--- config.mk ---
export PLATFORM = sky130hd
export DESIGN_NAME = axon_mem_arbiter
export DESIGN_NICKNAME = d
export VERILOG_FILES = /design/src/rtl/axon_mem_arbiter.sv
export SDC_FILE = /design/constraint.sdc
export NUM_CORES = 1
export LEC_CHECK = 0
export ABC_CLOCK_PERIOD_IN_PS = 11070
export CAP_MARGIN = 20
export CORE_MARGIN = 3
export CORE_UTILIZATION = 55
export CTS_BUF_LIST = sky130_fd_sc_hd__clkbuf_8
export DETAILED_ROUTE_END_ITERATION = 16
export DONT_BUFFER_PORTS = 1
export HOLD_SLACK_MARGIN = 0.15
export PLACE_DENSITY_LB_ADDON = 0.12
export SYNTH_ARGS = -nofsm -noshare
export SYNTH_HDL_FRONTEND = slang
export SYNTH_SLANG_ARGS = --single-unit
--- constraint.sdc ---
create_clock -name clock -period 11.07 [get_ports clock]
set_input_delay 1.6605 -clock clock [delete_from_list [all_inputs] [get_ports clock]]
set_output_delay 1.6605 -clock clock [all_outputs]
set_load 0.1 [all_outputs]
--- src/rtl/axon_mem_arbiter.sv ---
// Round-robin read arbiter for the axon memory with burst lock.
// Optional wait statistics: define AXON_ARB_WAIT_STATS_EN.
module axon_mem_arbiter #(
   parameter int NREQ      = 8,
   parameter int AW        = 10,
   parameter int DW        = 10,
   parameter int MAX_BURST = 4
) (
   input  logic              clock,
   input  logic              reset,
   input  logic [NREQ-1:0]   io_req,
   input  logic [NREQ-1:0]   io_lock,
   input  logic [NREQ*AW-1:0] io_addr,
   output logic [NREQ-1:0]   io_gnt,
   output logic              io_aEna,
   output logic [AW-1:0]     io_aAddr,
   input  logic [DW-1:0]     io_aData,
   output logic [NREQ-1:0]   io_rValid,
   output logic [DW-1:0]     io_rData,
   output logic              io_busy,
   output logic [7:0]        io_maxWait
);

   localparam int PW = $clog2(NREQ);

   logic [PW-1:0] ptr;
   logic [PW-1:0] win;
   logic [PW-1:0] win_nxt;
   logic [3:0]    bcnt;
   logic [3:0]    bcnt_base;
   logic          hit;
   logic          grant;
   int unsigned   scan;

   always_comb begin
      win  = '0;
      hit  = 1'b0;
      scan = 0;
      for (int k = 0; k < NREQ; k++) begin
         scan = int'(ptr) + k;
         if (scan >= NREQ) scan = scan - NREQ;
         if (!hit && io_req[scan]) begin
            hit = 1'b1;
            win = PW'(scan);
         end
      end
   end

   assign grant   = hit && reset;
   assign win_nxt = (win == PW'(NREQ - 1)) ? '0 : win + PW'(1);

   always_comb begin
      io_gnt   = '0;
      io_aEna  = 1'b0;
      io_aAddr = '0;
      if (grant) begin
         io_gnt[win] = 1'b1;
         io_aEna     = 1'b1;
         io_aAddr    = io_addr[int'(win)*AW +: AW];
      end
   end

   // A locked owner that drops its request forfeits the running burst.
   assign bcnt_base = io_req[ptr] ? bcnt : 4'd0;

   always_ff @(posedge clock or negedge reset) begin
      if (!reset) begin
         ptr  <= '0;
         bcnt <= '0;
      end else if (hit) begin
         if (io_lock[win] && bcnt_base != 4'(MAX_BURST - 1)) begin
            ptr  <= win;
            bcnt <= bcnt_base + 4'd1;
         end else begin
            ptr  <= win_nxt;
            bcnt <= '0;
         end
      end else begin
         bcnt <= bcnt_base;
      end
   end

   always_ff @(posedge clock or negedge reset) begin
      if (!reset) io_rValid <= '0;
      else        io_rValid <= io_gnt;
   end

   assign io_rData = (|io_rValid) ? io_aData : '0;
   assign io_busy  = (|io_gnt) || (|io_rValid);

`ifdef AXON_ARB_WAIT_STATS_EN
   logic [7:0] wcnt [NREQ];
   logic [7:0] wmax;
   logic [7:0] max_wait;

   always_comb begin
      wmax = '0;
      for (int i = 0; i < NREQ; i++)
         if (wcnt[i] > wmax) wmax = wcnt[i];
   end

   always_ff @(posedge clock or negedge reset) begin
      if (!reset) begin
         for (int i = 0; i < NREQ; i++) wcnt[i] <= '0;
         max_wait <= '0;
      end else begin
         for (int i = 0; i < NREQ; i++) begin
            if (io_gnt[i])
               wcnt[i] <= '0;
            else if (io_req[i] && wcnt[i] != 8'hFF)
               wcnt[i] <= wcnt[i] + 8'd1;
         end
         if (wmax > max_wait) max_wait <= wmax;
      end
   end

   assign io_maxWait = max_wait;
`else
   assign io_maxWait = 8'd0;
`endif

endmodule

== After elaboration in Yosys (flattened, before gate mapping) ==
Cells that the tools add are included.
Operators by class
  multiplexer cells: 55
  order comparisons: 19
  shifts and indexed selects: 1
  $add $sub $neg: 17
  reduce and logical (&&, ||, !) cells: 20
  $mul: 1
  equality and inequality tests: 2
Operators by type and width (number)
  32-bit by 4-bit < comparator with 1-bit output (second input constant): 8
  32-bit two-way mux: 8
  80-bit by 8-bit variable part select with 10-bit output: 1
  4-bit by 4-bit subtractor with 5-bit output (second input constant): 7
  1-bit binary-select mux with 3-bit select: 10
  3-bit two-way mux: 10
  4-bit >= comparator (second input constant): 7
  1-bit two-way mux: 20
  10-bit two-way mux: 2
  3-bit by 3-bit adder with 4-bit output (second input constant): 4
  8-bit OR reduction: 2
  4-bit two-way mux: 3
  1-bit logical AND: 10
  3-bit by 2-bit adder with 4-bit output (second input constant): 2
  3-bit by 4-bit < comparator with 1-bit output (second input constant): 2
  8-bit two-way mux: 1
  1-bit logical NOT: 7
  3-bit by 3-bit multiplier with 6-bit output (second input constant): 1
  3-bit by 4-bit subtractor with 5-bit output (second input constant): 1
  3-bit by 1-bit adder with 4-bit output (second input constant): 1
  4-bit by 1-bit adder with 4-bit output (second input constant): 1
  3-bit by 4-bit >= comparator with 1-bit output (second input constant): 1
  4-bit by 2-bit != test with 1-bit output (second input constant): 1
  3-bit by 1-bit adder with 3-bit output (second input constant): 1
  4 further kinds: 4
Storage, ports and cells
  input port bits: 108
  logic and storage cells: 118
  register bits after elaboration: 15

== Longest topological paths before layout ==
  word-level depth: 33
  gate-level depth with buffers: 18
  depth with buffers taken out: 13

== Worst setup path before layout ==
Ideal clock, no wire load.
  path kind: input to output
  start point: in io_req[6]
  end point: out io_gnt[6]
  stages on the path: 12
  setup slack: 3.372 ns
  data arrival time: 6.038 ns
  buffers on the path: 1
  required time: 9.410 ns
  path through: mux2i_1 > mux4_2 > a22o_1 > nand3_1 > nor2_1 > and3_1 > clkbuf_1 > inv_1 > nand2_1 > inv_1 > nand2_1 > nor3_1
On the way
  cells in the longest elaborated chain, start to end: 29
  elaborated cells on any way between the ends: 53
Ends and longest elaborated chain
  start: declaration: RTL line 11  | input logic [NREQ-1:0] io_req,
  1-bit binary-select mux with 3-bit select: RTL line 42  | if (!hit && io_req[scan]) begin
  1-bit two-way mux (not written as such): RTL line 42
  1-bit two-way mux: RTL line 42
  1-bit logical NOT: RTL line 42
  1-bit logical AND: RTL line 42
  1-bit two-way mux: RTL line 42
  1-bit logical NOT: RTL line 42
  1-bit logical AND: RTL line 42
  [13 not listed]
  1-bit logical NOT: RTL line 42
  1-bit logical AND: RTL line 42
  3-bit two-way mux: RTL line 42
  3-bit by 4-bit < comparator with 1-bit output (not written as such) or 3-bit by 1-bit >= comparator with 1-bit output (tied branches): RTL line 57  | io_gnt[win] = 1'b1;
  1-bit logical AND (not written as such): RTL line 57
  1-bit two-way mux (not written as such): RTL line 57
  1-bit demux with 3-bit select: RTL line 57
  8-bit two-way mux *: RTL line 56  | if (grant) begin
  end: declaration: RTL line 14  | output logic [NREQ-1:0] io_gnt,
Mark *: on every way between the ends. The rest lies on a longest branch, timed or not. The select of a mux whose other input is x is not followed.

== Worst setup path in the final report ==
  start point: reg ptr[0]
  end point: out io_gnt[7]
On the way
  cells in the longest elaborated chain, start to end: 31
  elaborated cells on any way between the ends: 84
Ends and longest elaborated chain
  start: declaration: RTL line 26  | logic [PW-1:0] ptr;
  start signal: assignment: RTL line 72  | ptr <= win;
  start signal: assignment: RTL line 75  | ptr <= win_nxt;
  parallel branches: the longest is 30 deep, another holds 4-bit by 4-bit subtractor with 5-bit output
  8-bit two-way mux *: RTL line 56
Mark *: on every way between the ends. The select of a mux whose other input is x is not followed.

==> summary.txt <==
Run status
  – Status: complete, no violations

Die
  – Die Ht: 77.8 um
  – Io pins: 154
  – Starting Density: 0.585
  – Die X: 77.8 um
  – Total Die Area: 0.00606 mm2
  – # rows: 25
  – Core Footprint: 0.00485 mm2

Critical path
  – Max stage delay cell, worst path: dfrtp_1
  – Crit path top cell by count: inv_1
  – CP Launch Type: flop
  – Worst Path Required: 9.41 ns
  – Critical path depth in cells: 13
  – Worst path arrival time: 6.53 ns
  – WS Path Type: reg2out
  – WP buf/inv: 3
  – Crit path cell chain: inv_1 -> ha_1 -> mux2i_1 -> mux4_2 -> a22o_1 -> nand3_1 -> nor2_1 -> and3_1 -> inv_1 -> nand2_1 -> inv_1 -> nand2_1 -> nor2_2
  – Reg2reg path depth: 13
  – Crit end category: output port
  – Crit Path Max Fanout: 26
  – Slowest stage delay, CP: 0.97 ns
  – CP top delay family: simple AND/OR/NAND/NOR gates

Routing
  – Antenna-violating nets left: 0
  – DR pass1 iterations: 6
  – Vias per cell: 6.66
  – DR WL/cell: 20.1 um
  – Routed wire length: 7470 um
  – DRC viols: 0
  – Via Count: 2472
  – Initial drt markers: 106

Synth
  – Largest cells by area after synthesis: mux2i_1 30%, dfrtp_1 13%, mux4_2 10%
  – Ys flop type: dfrtp_1
  – Yosys reg bits: 15
  – Synth cell types: 59
  – Post-synth EDFFs: 0
  – Synth warn: 0
  – Seq/Total Area, Yosys: 0.132
  – Ys async rst share: 1.00
  – Mapped Avg Cell Area: 8.84 um2
  – Post-Synthesis Cells: 321
  – Synth Cell Area: 0.00284 mm2
  – Synth top area share: 0.303
  – Synth area leader: mux2i_1

Cells and area
  – Area Growth Syn to Fin: 2.95%
  – Layout cells sized above 1: 0.184
  – Antenna cells: 0
  – Post-layout nets: 417

Timing
  – Final min period: 8.19 ns
  – Final setup violation count: 0
  – Max-slew headroom: 0.249
  – Setup_tns: 0 ns
  – Clk_skew: 0.00370 ns
  – Period utilization: 0.740
  – Worst Tran Pin Value: 1.12 ns
  – Hold Vio Cnt, Final: 0
  – Peak Freq: 122 MHz
  – RSZ-0062 raised after global routing: false
  – Max Slew Vio Count: 0

CTS
  – Post-CTS Setup Inserts: 0
  – CTS tree: built
  – Worst-skew pair later-pin latency: 0.25 ns
  – Clock sinks: 15
  – Cts hold-fix bufs: 0
  – Worst-path clk slew: 0.07 ns
  – CTS H-tree depth: 1
  – Inserted Clock Buffers: 3
  – # resized after CTS: 0
  – Root buffer cell: clkbuf_8
  – CTS max path bufs: 2

Hold path
  – Hold Path Stages: 2
  – Worst Hold Class: reg2reg

Global route
  – Initial antenna violation count: 0
  – Vias in the first global route: 2240
  – Global Route Usage Sum: 0.227
  – First-pass GRT wire length: 11400 um
  – Total grt overflow: 0
  – Largest net degree at the start of global routing: 55

Flow run
  – Maxcap violations: 0

Place
  – RD Place Congestion: 0.876
  – Number of input and output port buffers inserted: 0
  – Dpl hpwl: 5960 um
-- cells by family after synthesis --
logic type      Yosys count  synth area share
mux                     106             0.436
buf+inv                  44            0.0847
simple gates             93             0.160
compound gates           53             0.145
xor+xnor                  5            0.0234
fa+ha+maj                 4            0.0176
flops                    15             0.132
other cells               1           0.00132
-- stage by stage --
stage | hold WS, ns | utilization | instance area [um2] | std cells | setup slack [ns]
2_1_floorplan | 0.550 | - | 2860 | 328 | 3.37
3_3_place_gp | 0.573 | 0.593 | 2880 | 367 | 3.34
3_5_place_dp | 0.584 | 0.593 | 2880 | 367 | 3.17
4_1_cts | 0.594 | 0.603 | 2920 | 371 | 2.88
5_1_grt | 0.621 | 0.603 | 2920 | 371 | 2.38
6_report | 0.589 | 0.603 | 2920 | 371 | 2.88
-- state kept, by name, indices dropped and copies added (netlist names) --
name	cells
bcnt	4
io_rValid	8
ptr	3
-- cells in the final DEF, fill, tap and decap left out, drive strengths merged, types with 7 or more instances in the layout --
| cell type | instances |
|---|---|
| nor2 | 27 |
| and2 | 13 |
| nand3 | 11 |
| nand2 | 16 |
| mux2 | 7 |
| dfrtp | 15 |
| mux4 | 13 |
| o21ai | 8 |
| mux2i | 86 |
| conb | 8 |
| inv | 12 |
| nor3 | 10 |
| o211ai | 8 |
-- synthesized netlist by cell type (3+ instances only) --
library cell and count:
clkbuf_1 3, mux2_2 6, a311oi_1 3, nor2b_1 4, buf_4 11, o21ai_0 6, inv_1 12, nor2_1 27
nor3_1 10, a21oi_1 5, ha_1 4, and2_1 12, buf_2 15, nand3_1 11, o211ai_1 8, mux2i_1 86
mux4_2 13, nand2_1 16, dfrtp_1 15
-- path summary, 6_finish.rpt --
check	startpoint	end	slack (ns)
setup / recovery	ptr[0]$_DFFE_PN0N_	io_gnt[7]	2.88
hold / removal	bcnt[2]$_DFF_PN0_	bcnt[2]$_DFF_PN0_	0.59
setup reg to reg	ptr[0]$_DFFE_PN0N_	io_rValid[7]$_DFF_PN0_	4.58
hold reg to reg	bcnt[2]$_DFF_PN0_	bcnt[2]$_DFF_PN0_	0.59
max in group asynchronous	reset	ptr[2]$_DFFE_PN0N_	9.90
min in group asynchronous	reset	bcnt[3]$_DFF_PN0_	1.10
-- worst min-delay path: cells and delay by family, from the launching register on --
| family | cells | cell delay (ns) |
|---|---|---|
| AOI/OAI and AO/OA | 1 | 0.06 |
| DFF | 1 | 0.41 |
| and+or+nand+nor | 1 | 0.08 |
-- routing by layer --
layer,track usage,vias to the layer above,share of wire
li1,-,1156,-
met1,0.308,1182,0.42
met2,0.382,126,0.51
met3,0.0244,8,0.064
met4,0.0587,0,0.0083
met5,0,-,0
-- layout make-up --
class,instances,area (um2)
Timing Repair Buffer,4,65.1
Fill cell,453,1930
Sequential cell,15,375
Inverter,12,45.0
Tap cell,67,83.8
Clock buffer,3,41.3
Clock inverter,1,5.00
Multi-Input combinational cell,269,2310
Power is left out: the tool's default activity adds up to more than one toggle a clock period on the data nets, which glitch-free logic cannot reach.
==> RTL change (config.mk and constraints unchanged) <==
Build with the macro `AXON_ARB_WAIT_STATS_EN` defined.
--- a/src/rtl/axon_mem_arbiter.sv
+++ b/src/rtl/axon_mem_arbiter.sv
@@ -1,5 +1,7 @@
 // Round-robin read arbiter for the axon memory with burst lock.
 // Optional wait statistics: define AXON_ARB_WAIT_STATS_EN.
+`define AXON_ARB_WAIT_STATS_EN
+
 module axon_mem_arbiter #(
    parameter int NREQ      = 8,
    parameter int AW        = 10,
Formal check against the unedited RTL: not equivalent (a bounded check fails within 4 cycles, from zero or initial values and one cycle with reset low).
==> RTL change against the unedited design <==
The flow now finishes with violations (negative setup slack); global-route usage increased by 8.5 points; non-clock buffer count increased by 211; via count increased to 3.4 times the old value; cell area increased to 3.8 times the old value; synthesized cell count increased to 3.1 times the old value; register-to-register slack got worse by 6800 ps; sequential cell count increased by 72; count of clock-buffer cells in the layout increased by 6; routed wire length increased to 3.6 times the old value; setup slack got worse by 5100 ps; area after synthesis increased to 2.9 times the old value; critical path type is now reg2reg.
Power is not shown: default switching activity piles up to over one toggle a cycle in this logic, so the estimate is an artifact.
==> RTL change: results (changes against the unedited design) <==
* Number of global-route vias before repair at 8,139 (was 2,240)
* Clk Latency, worst-skew pair at 390 ps (was 250 ps)
* First-pass GRT wire length at 40,800 um (was 11,400 um)
* DR WL met3 at 1450 um (was 475 um)
* Crit Path Class: reg2reg (was reg2out)
* Failing checks: negative setup slack
* Max_slew headroom at 20.9% (was 24.9%)
* Post-CTS setup buffers at 51 (was 0)
* Final Skew at 16.5 ps (was 3.70 ps)
* Worst reg2reg path endpoint: io_maxWait[0] (was io_rValid[7])
* Final setup violation count at 8 (was 0)
* Worst R2R Path Depth at 71 (was 13)
* Clk slew on worst S/H paths at 100 ps (was 70 ps)
* Worst EP arrival at 13,610 ps (was 6530 ps)
* Met2 Wirelength at 13,600 um (was 3830 um)
* Final TNS setup at -17,430 ps (was 0 ps)
* M1 GR Usage at 36.9% (was 30.8%)
* Final worst slack at -2240 ps (was 2880 ps)
* Synth area leaders: dfrtp_1, ha_1, mux2i_1 (was mux2i_1, dfrtp_1, mux4_2)
* Sequential element share of the synthesized area at 26.4% (was 13.2%)
* Post-Place Setup Slack at -1930 ps (was 3170 ps)
* FF-to-FF Start: wcnt[56] (was ptr[0])
* Slowest cell delay on critical path at 530 ps (was 970 ps)
* Post-synthesis mux area share at 12.8% (was 43.6%)
* Final hold slack at 587 ps (was 589 ps)
* Placed cell area at 9750 um2 (was 2880 um2)
* Initial antenna violation count at 3 (was 0)
* Max FFs per register at 64 (was 8)
* Met2 GRT Util at 54.2% (was 38.2%)
* Status: finished with violations (was complete, no violations)
* Maximum number of pins on one net before global-route repair at 89 (was 55)
* Filler instances at 1,021 (was 453)
* Post-Synth Adder-Cell Area at 10.8% (was 1.76%)
* Placer Congestion at 0.956 (was 0.876)
* All-Layer GR Usage at 31.2% (was 22.7%)
[RTL change: cells by family (layout without fill, tap and decap cells)]
| kind of cell | after synthesis | count (layout) |
|---|---|---|
| AOI/OAI and AO/OA | 224 | 226 |
| xor gates and xnor gates | 58 | 58 |
| adders and majority gates | 71 | 71 |
| buffers and inverters | 94 | 293 |
| DFF | 87 | 87 |
| muxes | 98 | 98 |
| other | 0 | 3 |
| and+or+nand+nor | 361 | 362 |
[RTL change: worst register-to-register path, delay by kind of cell, from the launching register on]
kind	cells	cell delay (ps)
buf+inv	8	1090
compound gates	25	4400
fa+ha+maj	9	2250
simple gates	23	3540
mux	6	1540
flops	1	370
[RTL change: cell type report]
class | count | area, um2 | share of cell area [%]
multi-input cells | 815 | 6620 | 59.1
flip-flops and latches | 87 | 2180 | 19.5
repair buffers | 215 | 1730 | 15.4
inverters | 62 | 238 | 2.12
well taps | 184 | 230 | 2.06
clock buffers | 9 | 124 | 1.11
clock inverters | 7 | 71.3 | 0.637
diodes | 3 | 7.51 | 0.0671
